[src/rtl/pkt_rr_arbiter_pkg.sv]
`default_nettype none
// +----------------------------------------------------------------------+
// | pkt_rr_arbiter_pkg : packet-format constants and arbiter state codes |
// | Rev 1.0                                                              |
// +----------------------------------------------------------------------+
package pkt_rr_arbiter_pkg;

    localparam logic [7:0] RX_QUEUE_HDR       = 8'hFF;
    localparam logic [7:0] IO_QUEUE_STAGE_NUM = 8'hFF;

    typedef enum logic [1:0] {
        IDLE      = 2'd0,
        SEND_HDR  = 2'd1,
        SEND_BODY = 2'd2
    } arb_state_e;

endpackage : pkt_rr_arbiter_pkg
`default_nettype wire

[src/rtl/fallthrough_small_fifo.sv]
`default_nettype none
// +----------------------------------------------------------------------+
// | fallthrough_small_fifo : first-word-fall-through FIFO, async reset   |
// | Rev 1.0                                                              |
// +----------------------------------------------------------------------+
module fallthrough_small_fifo #(
    parameter int WIDTH          = 72,
    parameter int MAX_DEPTH_BITS = 3
) (
    input  logic             clk,
    input  logic             rst,
    input  logic [WIDTH-1:0] din_i,
    input  logic             wr_en_i,
    input  logic             rd_en_i,
    output logic [WIDTH-1:0] dout_o,
    output logic             nearly_full_o,
    output logic             empty_o
);
    localparam int MAX_DEPTH = 1 << MAX_DEPTH_BITS;

    logic [WIDTH-1:0]          mem_q [MAX_DEPTH];
    logic [MAX_DEPTH_BITS-1:0] wr_ptr_q;
    logic [MAX_DEPTH_BITS-1:0] rd_ptr_q;
    logic [MAX_DEPTH_BITS:0]   depth_q;

    // Storage is left unreset; only the pointers define what is valid.
    always_ff @(posedge clk) begin
        if (wr_en_i) begin
            mem_q[wr_ptr_q] <= din_i;
        end
    end

    always_ff @(posedge clk or posedge rst) begin
        if (rst) begin
            wr_ptr_q <= '0;
            rd_ptr_q <= '0;
            depth_q  <= '0;
        end else begin
            if (wr_en_i) begin
                wr_ptr_q <= wr_ptr_q + 1'b1;
            end
            if (rd_en_i) begin
                rd_ptr_q <= rd_ptr_q + 1'b1;
            end
            case ({wr_en_i, rd_en_i})
                2'b10:   depth_q <= depth_q + 1'b1;
                2'b01:   depth_q <= depth_q - 1'b1;
                default: depth_q <= depth_q;
            endcase
        end
    end

    assign dout_o        = mem_q[rd_ptr_q];
    assign empty_o       = (depth_q == '0);
    assign nearly_full_o = (depth_q >= (MAX_DEPTH_BITS + 1)'(MAX_DEPTH - 1));

endmodule : fallthrough_small_fifo
`default_nettype wire

[src/rtl/pkt_rr_arbiter.sv]
`default_nettype none
// +----------------------------------------------------------------------+
// | pkt_rr_arbiter : whole-packet round-robin mux of N buffered streams  |
// | Rev 1.0                                                              |
// +----------------------------------------------------------------------+
module pkt_rr_arbiter
    import pkt_rr_arbiter_pkg::*;
#(
    parameter int DATA_WIDTH      = 64,
    parameter int CTRL_WIDTH      = DATA_WIDTH / 8,
    parameter int NUM_QUEUES      = 4,
    parameter int FIFO_DEPTH_BITS = 3
) (
    input  logic                           clk,
    input  logic                           reset,
    input  logic [NUM_QUEUES*DATA_WIDTH-1:0] in_data,
    input  logic [NUM_QUEUES*CTRL_WIDTH-1:0] in_ctrl,
    input  logic [NUM_QUEUES-1:0]          in_wr,
    output logic [NUM_QUEUES-1:0]          in_rdy,
    output logic [DATA_WIDTH-1:0]          out_data,
    output logic [CTRL_WIDTH-1:0]          out_ctrl,
    output logic                           out_wr,
    input  logic                           out_rdy,
    output logic [NUM_QUEUES-1:0]          grant
);
    localparam int WORD_W = CTRL_WIDTH + DATA_WIDTH;
    localparam int IDX_W  = $clog2(NUM_QUEUES);

    logic [WORD_W-1:0]     fifo_dout [NUM_QUEUES];
    logic [NUM_QUEUES-1:0] fifo_empty;
    logic [NUM_QUEUES-1:0] fifo_nearly_full;
    logic [NUM_QUEUES-1:0] fifo_rd;
    logic                  fifo_rst;

    arb_state_e            state_q, state_d;
    logic [IDX_W-1:0]      idx_q, idx_d;
    logic [IDX_W-1:0]      last_q, last_d;
    logic [NUM_QUEUES-1:0] grant_q, grant_d;
    logic                  out_wr_q;
    logic [DATA_WIDTH-1:0] out_data_q;
    logic [CTRL_WIDTH-1:0] out_ctrl_q;

    logic                  rd_en;
    logic [WORD_W-1:0]     sel_word;
    logic [CTRL_WIDTH-1:0] sel_ctrl;
    logic                  sel_empty;
    logic [IDX_W:0]        pick;

    // Returns {found, index}; the candidate nearest after 'last' wins.
    function automatic logic [IDX_W:0] rr_pick(input logic [NUM_QUEUES-1:0] req,
                                               input logic [IDX_W-1:0]      last);
        logic [IDX_W:0]   res;
        logic [IDX_W-1:0] cand;
        res = '0;
        for (int off = NUM_QUEUES; off >= 1; off--) begin
            cand = IDX_W'((int'(last) + off) % NUM_QUEUES);
            if (req[cand]) begin
                res = {1'b1, cand};
            end
        end
        return res;
    endfunction

    assign fifo_rst = ~reset;

    generate
        for (genvar g = 0; g < NUM_QUEUES; g++) begin : g_fifo
            fallthrough_small_fifo #(
                .WIDTH          (WORD_W),
                .MAX_DEPTH_BITS (FIFO_DEPTH_BITS)
            ) u_fifo (
                .clk           (clk),
                .rst           (fifo_rst),
                .din_i         ({in_ctrl[g*CTRL_WIDTH +: CTRL_WIDTH],
                                 in_data[g*DATA_WIDTH +: DATA_WIDTH]}),
                .wr_en_i       (in_wr[g]),
                .rd_en_i       (fifo_rd[g]),
                .dout_o        (fifo_dout[g]),
                .nearly_full_o (fifo_nearly_full[g]),
                .empty_o       (fifo_empty[g])
            );
        end
    endgenerate

    assign sel_word  = fifo_dout[idx_q];
    assign sel_ctrl  = sel_word[DATA_WIDTH +: CTRL_WIDTH];
    assign sel_empty = fifo_empty[idx_q];
    assign pick      = rr_pick(~fifo_empty, last_q);

    always_comb begin
        state_d = state_q;
        idx_d   = idx_q;
        last_d  = last_q;
        grant_d = grant_q;
        rd_en   = 1'b0;
        unique case (state_q)
            IDLE: begin
                if (pick[IDX_W]) begin
                    idx_d          = pick[IDX_W-1:0];
                    grant_d        = '0;
                    grant_d[pick[IDX_W-1:0]] = 1'b1;
                    state_d        = SEND_HDR;
                end
            end
            SEND_HDR: begin
                if (out_rdy && !sel_empty) begin
                    rd_en = 1'b1;
                    if (sel_ctrl == '0) begin
                        state_d = SEND_BODY;
                    end
                end
            end
            SEND_BODY: begin
                // A non-zero ctrl word in the body is the EOP byte mask.
                if (out_rdy && !sel_empty) begin
                    rd_en = 1'b1;
                    if (sel_ctrl != '0) begin
                        last_d  = idx_q;
                        grant_d = '0;
                        state_d = IDLE;
                    end
                end
            end
            default: begin
                state_d = IDLE;
                grant_d = '0;
            end
        endcase
    end

    assign fifo_rd = grant_q & {NUM_QUEUES{rd_en}};

    always_ff @(posedge clk or negedge reset) begin
        if (!reset) begin
            state_q <= IDLE;
            idx_q   <= '0;
            last_q  <= IDX_W'(NUM_QUEUES - 1);
            grant_q <= '0;
        end else begin
            state_q <= state_d;
            idx_q   <= idx_d;
            last_q  <= last_d;
            grant_q <= grant_d;
        end
    end

    always_ff @(posedge clk or negedge reset) begin
        if (!reset) begin
            out_wr_q   <= 1'b0;
            out_data_q <= '0;
            out_ctrl_q <= '0;
        end else begin
            out_wr_q <= rd_en;
            if (rd_en) begin
                out_data_q <= sel_word[DATA_WIDTH-1:0];
                out_ctrl_q <= sel_ctrl;
            end
        end
    end

    assign in_rdy   = ~fifo_nearly_full;
    assign out_wr   = out_wr_q;
    assign out_data = out_data_q;
    assign out_ctrl = out_ctrl_q;
    assign grant    = grant_q;

endmodule : pkt_rr_arbiter
`default_nettype wire

[config.mk]
export PLATFORM = sky130hd
export DESIGN_NAME = pkt_rr_arbiter
export DESIGN_NICKNAME = d
export VERILOG_FILES = /design/src/rtl/pkt_rr_arbiter_pkg.sv /design/src/rtl/fallthrough_small_fifo.sv /design/src/rtl/pkt_rr_arbiter.sv
export SDC_FILE = /design/constraint.sdc
export NUM_CORES = 2
export LEC_CHECK = 0
export CAP_MARGIN = 10
export CORE_MARGIN = 3
export CORE_UTILIZATION = 35
export CTS_BUF_LIST = sky130_fd_sc_hd__clkbuf_4
export DETAILED_ROUTE_END_ITERATION = 8
export HOLD_SLACK_MARGIN = 0.12
export PLACE_DENSITY_LB_ADDON = 0.05
export SETUP_SLACK_MARGIN = 0.4
export SYNTH_ARGS = -nofsm -noshare
export SYNTH_HDL_FRONTEND = slang
export SYNTH_SLANG_ARGS = --single-unit
[constraint.sdc]
create_clock -name clk -period 8.6 [get_ports clk]
set_clock_uncertainty 0.2 [all_clocks]
set_input_delay 1.29 -clock clk [delete_from_list [all_inputs] [get_ports clk]]
set_output_delay 1.29 -clock clk [all_outputs]
set_load 0.05 [all_outputs]
**Word level (Yosys, flattened, before mapping)**

Memory sizes are Yosys's and may differ from the RTL's.
Index checks and enable logic that the tools add are counted.

- Register bits: 123
- Latch bits: 0
- Memory bits (writable): 2304
- ROM bits: 0
- Output and inout port bits: 81
- Memories: 4

- $add $sub $neg: 20
- Multipliers: 0
- Div/mod/pow operators: 0
- Order comparisons: 12
- Eq/ne operators: 15
- Shift-type cells: 0
- Mux-type cells: 43
- Bitwise operators: 5
- Reduce and logical (&&, ||, !) cells: 19

Memory list:

| name | depth | width | rd ports | clocked after memory_dff | write ports | RTL line | source |
|---|---|---|---|---|---|---|---|
| g_fifo[0].u_fifo.mem_q | 8 | 72 | 1 | 0 | 1 | fallthrough_small_fifo.sv:21 | `logic [WIDTH-1:0] mem_q [MAX_DEPTH];` |
| g_fifo[1].u_fifo.mem_q | 8 | 72 | 1 | 0 | 1 | fallthrough_small_fifo.sv:21 |  |
| g_fifo[2].u_fifo.mem_q | 8 | 72 | 1 | 0 | 1 | fallthrough_small_fifo.sv:21 |  |
| g_fifo[3].u_fifo.mem_q | 8 | 72 | 1 | 0 | 1 | fallthrough_small_fifo.sv:21 |  |

Operators by type and width:

| kind | count |
|---|---|
| 72-bit binary-select mux with 2-bit select | 1 |
| 72-bit two-way mux | 2 |
| 4-bit case mux with 2 select lines | 4 |
| 3-bit by 1-bit adder with 3-bit output, second input constant | 8 |
| 2-bit by 3-bit less-than comparator with 1-bit output, second input constant | 6 |
| 4-bit by 1-bit adder with 4-bit output, second input constant | 4 |
| 4-bit by 3-bit >= comparator with 1-bit output, second input constant | 4 |
| 4-bit zero test | 4 |
| 1-bit two-way mux | 16 |
| 4-bit by 1-bit subtractor with 4-bit output, second input constant | 4 |
| 3-bit two-way mux | 4 |
| 4-bit two-way mux | 3 |
| 4-bit case mux with 3 select lines | 1 |
| 1-bit binary-select mux with 2-bit select | 5 |
| 2-bit by 1-bit == test with 1-bit output, second input constant | 5 |
| 2-bit == test, second input constant | 5 |
| 2-bit two-way mux | 5 |
| 2-bit inequality test, second input constant | 5 |
| 8-bit zero test | 1 |
| 4-bit NOT | 2 |
| 2-bit nonzero test | 4 |
| 8-bit nonzero test | 1 |
| 2-bit case mux with 3 select lines | 1 |
| 5-bit AND reduction | 1 |
| 15 further kinds | 18 |

**Longest topological paths before layout**

- Depth in word-level cells: 14
- Mapped depth: 18
- Gate-level depth less buffers: 15

**By module**

A second synthesis with hierarchy kept.

- Cell total of the unflattened synthesis: 3883
- Area total of the unflattened synthesis: 94323.0 um^2

By module, submodules not included:

| module | instances | cells each | area an instance (um^2) | seq. area each (um^2) |
|---|---|---|---|---|
| fallthrough_small_fifo at g_fifo[0].u_fifo ... | 3 | 893 | 22310.1 | 17546.8 |
| fallthrough_small_fifo at g_fifo[2].u_fifo | 1 | 893 | 22311.4 | 17546.8 |
| pkt_rr_arbiter | 1 | 311 | 5081.1 | 2079.5 |

**Least setup slack after synthesis**

Ideal clock, no wire load.

- Path kind: input to register
- Start point: input in_wr[3]
- End point: memory g_fifo[3].u_fifo.mem_q[0][0] (enable)
- Data arrival time: 6.271 ns
- Data required time: 7.809 ns
- Slack: 1.538 ns
- Stages on the path: 2
- Path buffers: 0
- Cell sequence: nand2b_1 > nor3_1

- Word-level cells in the longest chain between the ends: 2

RTL lines:

| element | RTL line | source |
|---|---|---|
| start, declared | pkt_rr_arbiter.sv:18 | `input logic [NUM_QUEUES-1:0] in_wr,` |
| 1-bit two-way mux | fallthrough_small_fifo.sv:28 | `if (wr_en_i) begin` |
| 1-bit two-way mux (implied by the code) | fallthrough_small_fifo.sv:29 | `mem_q[wr_ptr_q] <= din_i;` |
| end, declared | fallthrough_small_fifo.sv:21 |  |

Every way passes these cells.

**Final worst setup path**

- Start point: register g_fifo[1].u_fifo.depth_q[1]
- End point: output in_rdy[1]

- Word-level cells in the longest chain between the ends: 2

RTL lines:

| element | RTL line | source |
|---|---|---|
| start, declared | fallthrough_small_fifo.sv:24 | `logic [MAX_DEPTH_BITS:0] depth_q;` |
| start signal, assigned | fallthrough_small_fifo.sv:46 | `2'b10: depth_q <= depth_q + 1'b1;` |
| start signal, assigned | fallthrough_small_fifo.sv:47 | `2'b01: depth_q <= depth_q - 1'b1;` |
| start signal, assigned | fallthrough_small_fifo.sv:48 | `default: depth_q <= depth_q;` |
| 4-bit by 3-bit >= comparator with 1-bit output | fallthrough_small_fifo.sv:55 | `assign nearly_full_o = (depth_q >= (MAX_DEPTH_BITS + 1)'(MAX_DEPTH - 1));` |
| 4-bit NOT | pkt_rr_arbiter.sv:161 | `assign in_rdy = ~fifo_nearly_full;` |
| end, declared | pkt_rr_arbiter.sv:19 | `output logic [NUM_QUEUES-1:0] in_rdy,` |

Every way passes these cells.

==> results.yml <==
place:
  gp_congestion: 0.740
  dp_hpwl_mm: 170
  dp_cells: 7888
  placed_area_sq_um: 102000
  numPortBuffers: 375
final_layout:
  final_cell_mix: "edfxtp_1, clkbuf_4, mux4_2"
  nets: 5381
  layout-drive-gt1-share_pct: 33.7
  final_common_cell: "edfxtp_1"
  area_delta_synth_final_pct: 18.8
  fin_area_sq_um: 111000
  stdcell_count: 9158
run:
  max-cap-violations: 0
floorplan:
  top_level_ports: 376
  die-area_sq_um: 273000
  core_sq_um: 264000
  die_y_um: 522
  die_w_um: 522
  initial_utilization_pct: 35.4
  rows: 188
setup_path:
  critical_path_class: "register to output port"
  arrival_ns: 3.32
  rr_startpoint: "g_fifo[1].u_fifo.rd_ptr_q[0]"
  critPathSlowestCell: "clkdlybuf4s50_1"
  critPathLaunchType: "register"
  worst-path-max-fanout: 7
  path_cells: "a31oi_1 > clkdlybuf4s50_1"
  rr_worst_depth: 9
  crit_start: "g_fifo[1].u_fifo.depth_q[1]"
  end_kind: "output port"
  worst_ep_required_time_ns: 7.11
  critPathMaxStageDelay_ns: 0.98
synthesis:
  synth_seq_cells: 2427
  yosys-top-cells-area: "edfxtp_1, mux4_2, mux2i_1"
  avgSynthCellArea_sq_um: 22.7
  synth_edf_count: 2304
  seq_area_frac_synth_pct: 77.5
  synth_top_area_cell: "edfxtp_1"
  syn_area_sq_um: 93300
  async_reset_ff_share_pct: 5.07
  synth_ff_type: "edfxtp_1"
  syn_inst: 4105
  ys_warn_count: 0
  syn_nets: 4423
  synth_top_area_share_pct: 74.2
  yosysUniqueCellTypes: 56
detailed_routing:
  wl_mm: 273
  routed-wl-met2_mm: 135
  wl_per_cell_um: 29.8
  drc_errors: 0
  vias: 46000
  wl_met3_mm: 18.2
  drt-met1-wl_mm: 112
  drtIter0Drc: 3452
  dr.pass1.iters: 5
  ant_nets: 0
  viasPerCell: 5.02
  top_layer_used: "met5"
sta:
  fmax_ghz: 0.208
  final_hold_viol_count: 0
  fin_crit_ns: 4.81
  drv_slew: 0
  slew_headroom_pct: 16.6
  finalCritPeriodShare_pct: 55.9
  rsz0062_at_grt: "false"
  tightest_slew_ns: 1.22
  setup_viol: 0
  fin_setup_tns_ns: 0
min_path:
  min_path_type: "register to register"
  hold_depth: 2
  hold_start: "out_data[60]"
global_routing:
  antenna_found_initial: 120
  grt-ovfl-total: 0
  track_usage_pct: 19.9
  grt_pass1_wl_mm: 380
  grt_max_degree: 104
  grt_pass1_vias: 48000
power_and_ir_drop:
  p_per_area_nw_per_um2: 322
  p_leak_nw: 35.8
  vdd_drop_max_mv: 0.195
clock_network:
  clkSinkCount: 2427
  cts_root_buffer: "clkbuf_4"
  cts_buffer_depth: 4
  tritoncts: "done"
  cts_setup_buffers: 0
  htree_num_levels: 6
  numCtsBuffers: 669
  clk_latency_ns: 1.49
  path_clk_slew_ns: 0.06
  cts_resized: 0
outcome:
  status: "completed"
## synthesized netlist by cell type (all sizes together) (3+ instances only)
library cell	number
a21oi	8
o21ai	75
mux2i	347
buf	131
o211ai	7
nand3b	4
ha	23
a222oi	3
nand3	35
xor2	23
o22ai	8
nor2b	18
nor2	46
edfxtp	2304
xnor2	16
nor3	15
mux2	21
dfrtp	121
a2111oi	5
nor4	5
a31oi	9
mux4	597
nand2b	16
nand2	137
clkbuf	78
a22oi	17
o311ai	3
inv	13
## stage by stage
| stage | setup WS (ns) | total power [mW] | util [%] | hold WS (ns) |
|---|---|---|---|---|
| 6_report | 3.79 | 35.7 | 42.0 | 0.281 |
| 5_1_grt | 3.56 | 37.6 | 42.0 | 0.182 |
| 4_1_cts | 3.54 | 36.6 | 42.0 | 0.123 |
| 3_5_place_dp | 3.91 | 25.7 | 38.5 | 0.272 |
| 3_3_place_gp | 3.89 | 25.7 | 38.5 | 0.268 |
| 2_1_floorplan | 1.54 | 21.6 | - | 0.264 |
## where the power goes
group | internal [mW] | total [mW] | switching [mW]
registers | 14.9 | 15.9 | 0.943
clock network | 5.76 | 10.7 | 4.90
logic | 3.58 | 9.16 | 5.57
total | 24.3 | 35.7 | 11.4
## metal layers
layer	GRT usage, %	up-vias
met2	32.5	1478
met3	5.50	509
li1	-	19700
met1	25.7	24200
met4	6.67	38
met5	0	-
## flip-flops by register name, summed over array words and instances, names as in the netlist
signal,flops
g_fifo.u_fifo.depth_q,16
g_fifo.u_fifo.mem_q,2304
g_fifo.u_fifo.rd_ptr_q,12
g_fifo.u_fifo.wr_ptr_q,12
grant,4
idx_q,2
last_q,2
out_ctrl,8
out_data,64
out_wr,1
state_q,2
## worst paths after layout
kind,endpoint,slack (ns)
max,in_rdy[1],3.79
min,out_data[60],0.28
max reg2reg,grant[2],4.10
min reg2reg,out_data[60],0.28
max in group asynchronous,g_fifo[1].u_fifo.rd_ptr_q[2],6.43
min in group asynchronous,out_data[41],0.81
## logic make-up (layout without fill, tap and decap cells)
kind of cell	count (synthesis)	after routing	share of synthesized area (%)
other	0	46	0
AO/OA/AOI/OAI	145	145	0.974
AND/OR/NAND/NOR	284	284	1.38
XOR/XNOR	39	39	0.366
multiplexers	965	965	18.4
flip-flops	2427	2427	77.5
buffers and inverters	222	1714	1.06
adder cells (fa/ha/maj)	23	23	0.309
## worst max-delay path: cells and delay by family (launching register included)
kind	cells	cell delay, ns
buffers and inverters	1	0.98
DFF	1	0.45
AOI/OAI and AO/OA	1	0.43
## timing repair
action / 4_1_cts / 5_1_grt
endpoints found under the hold margin: 165 / 0
setup endpoints to repair: 0 / 0
hold buffers: 19 / 0
## layout make-up
class / count / area [sq um]
flip-flops and latches: 2427 / 72300
diodes: 46 / 115
well taps: 3515 / 4400
repair buffers: 496 / 4850
clock inverters: 163 / 1020
clock buffers: 1042 / 7820
inverters: 13 / 51.3
fillers: 23300 / 153000
multi-input cells: 1456 / 20200
(Power assumes the default switching activity.)
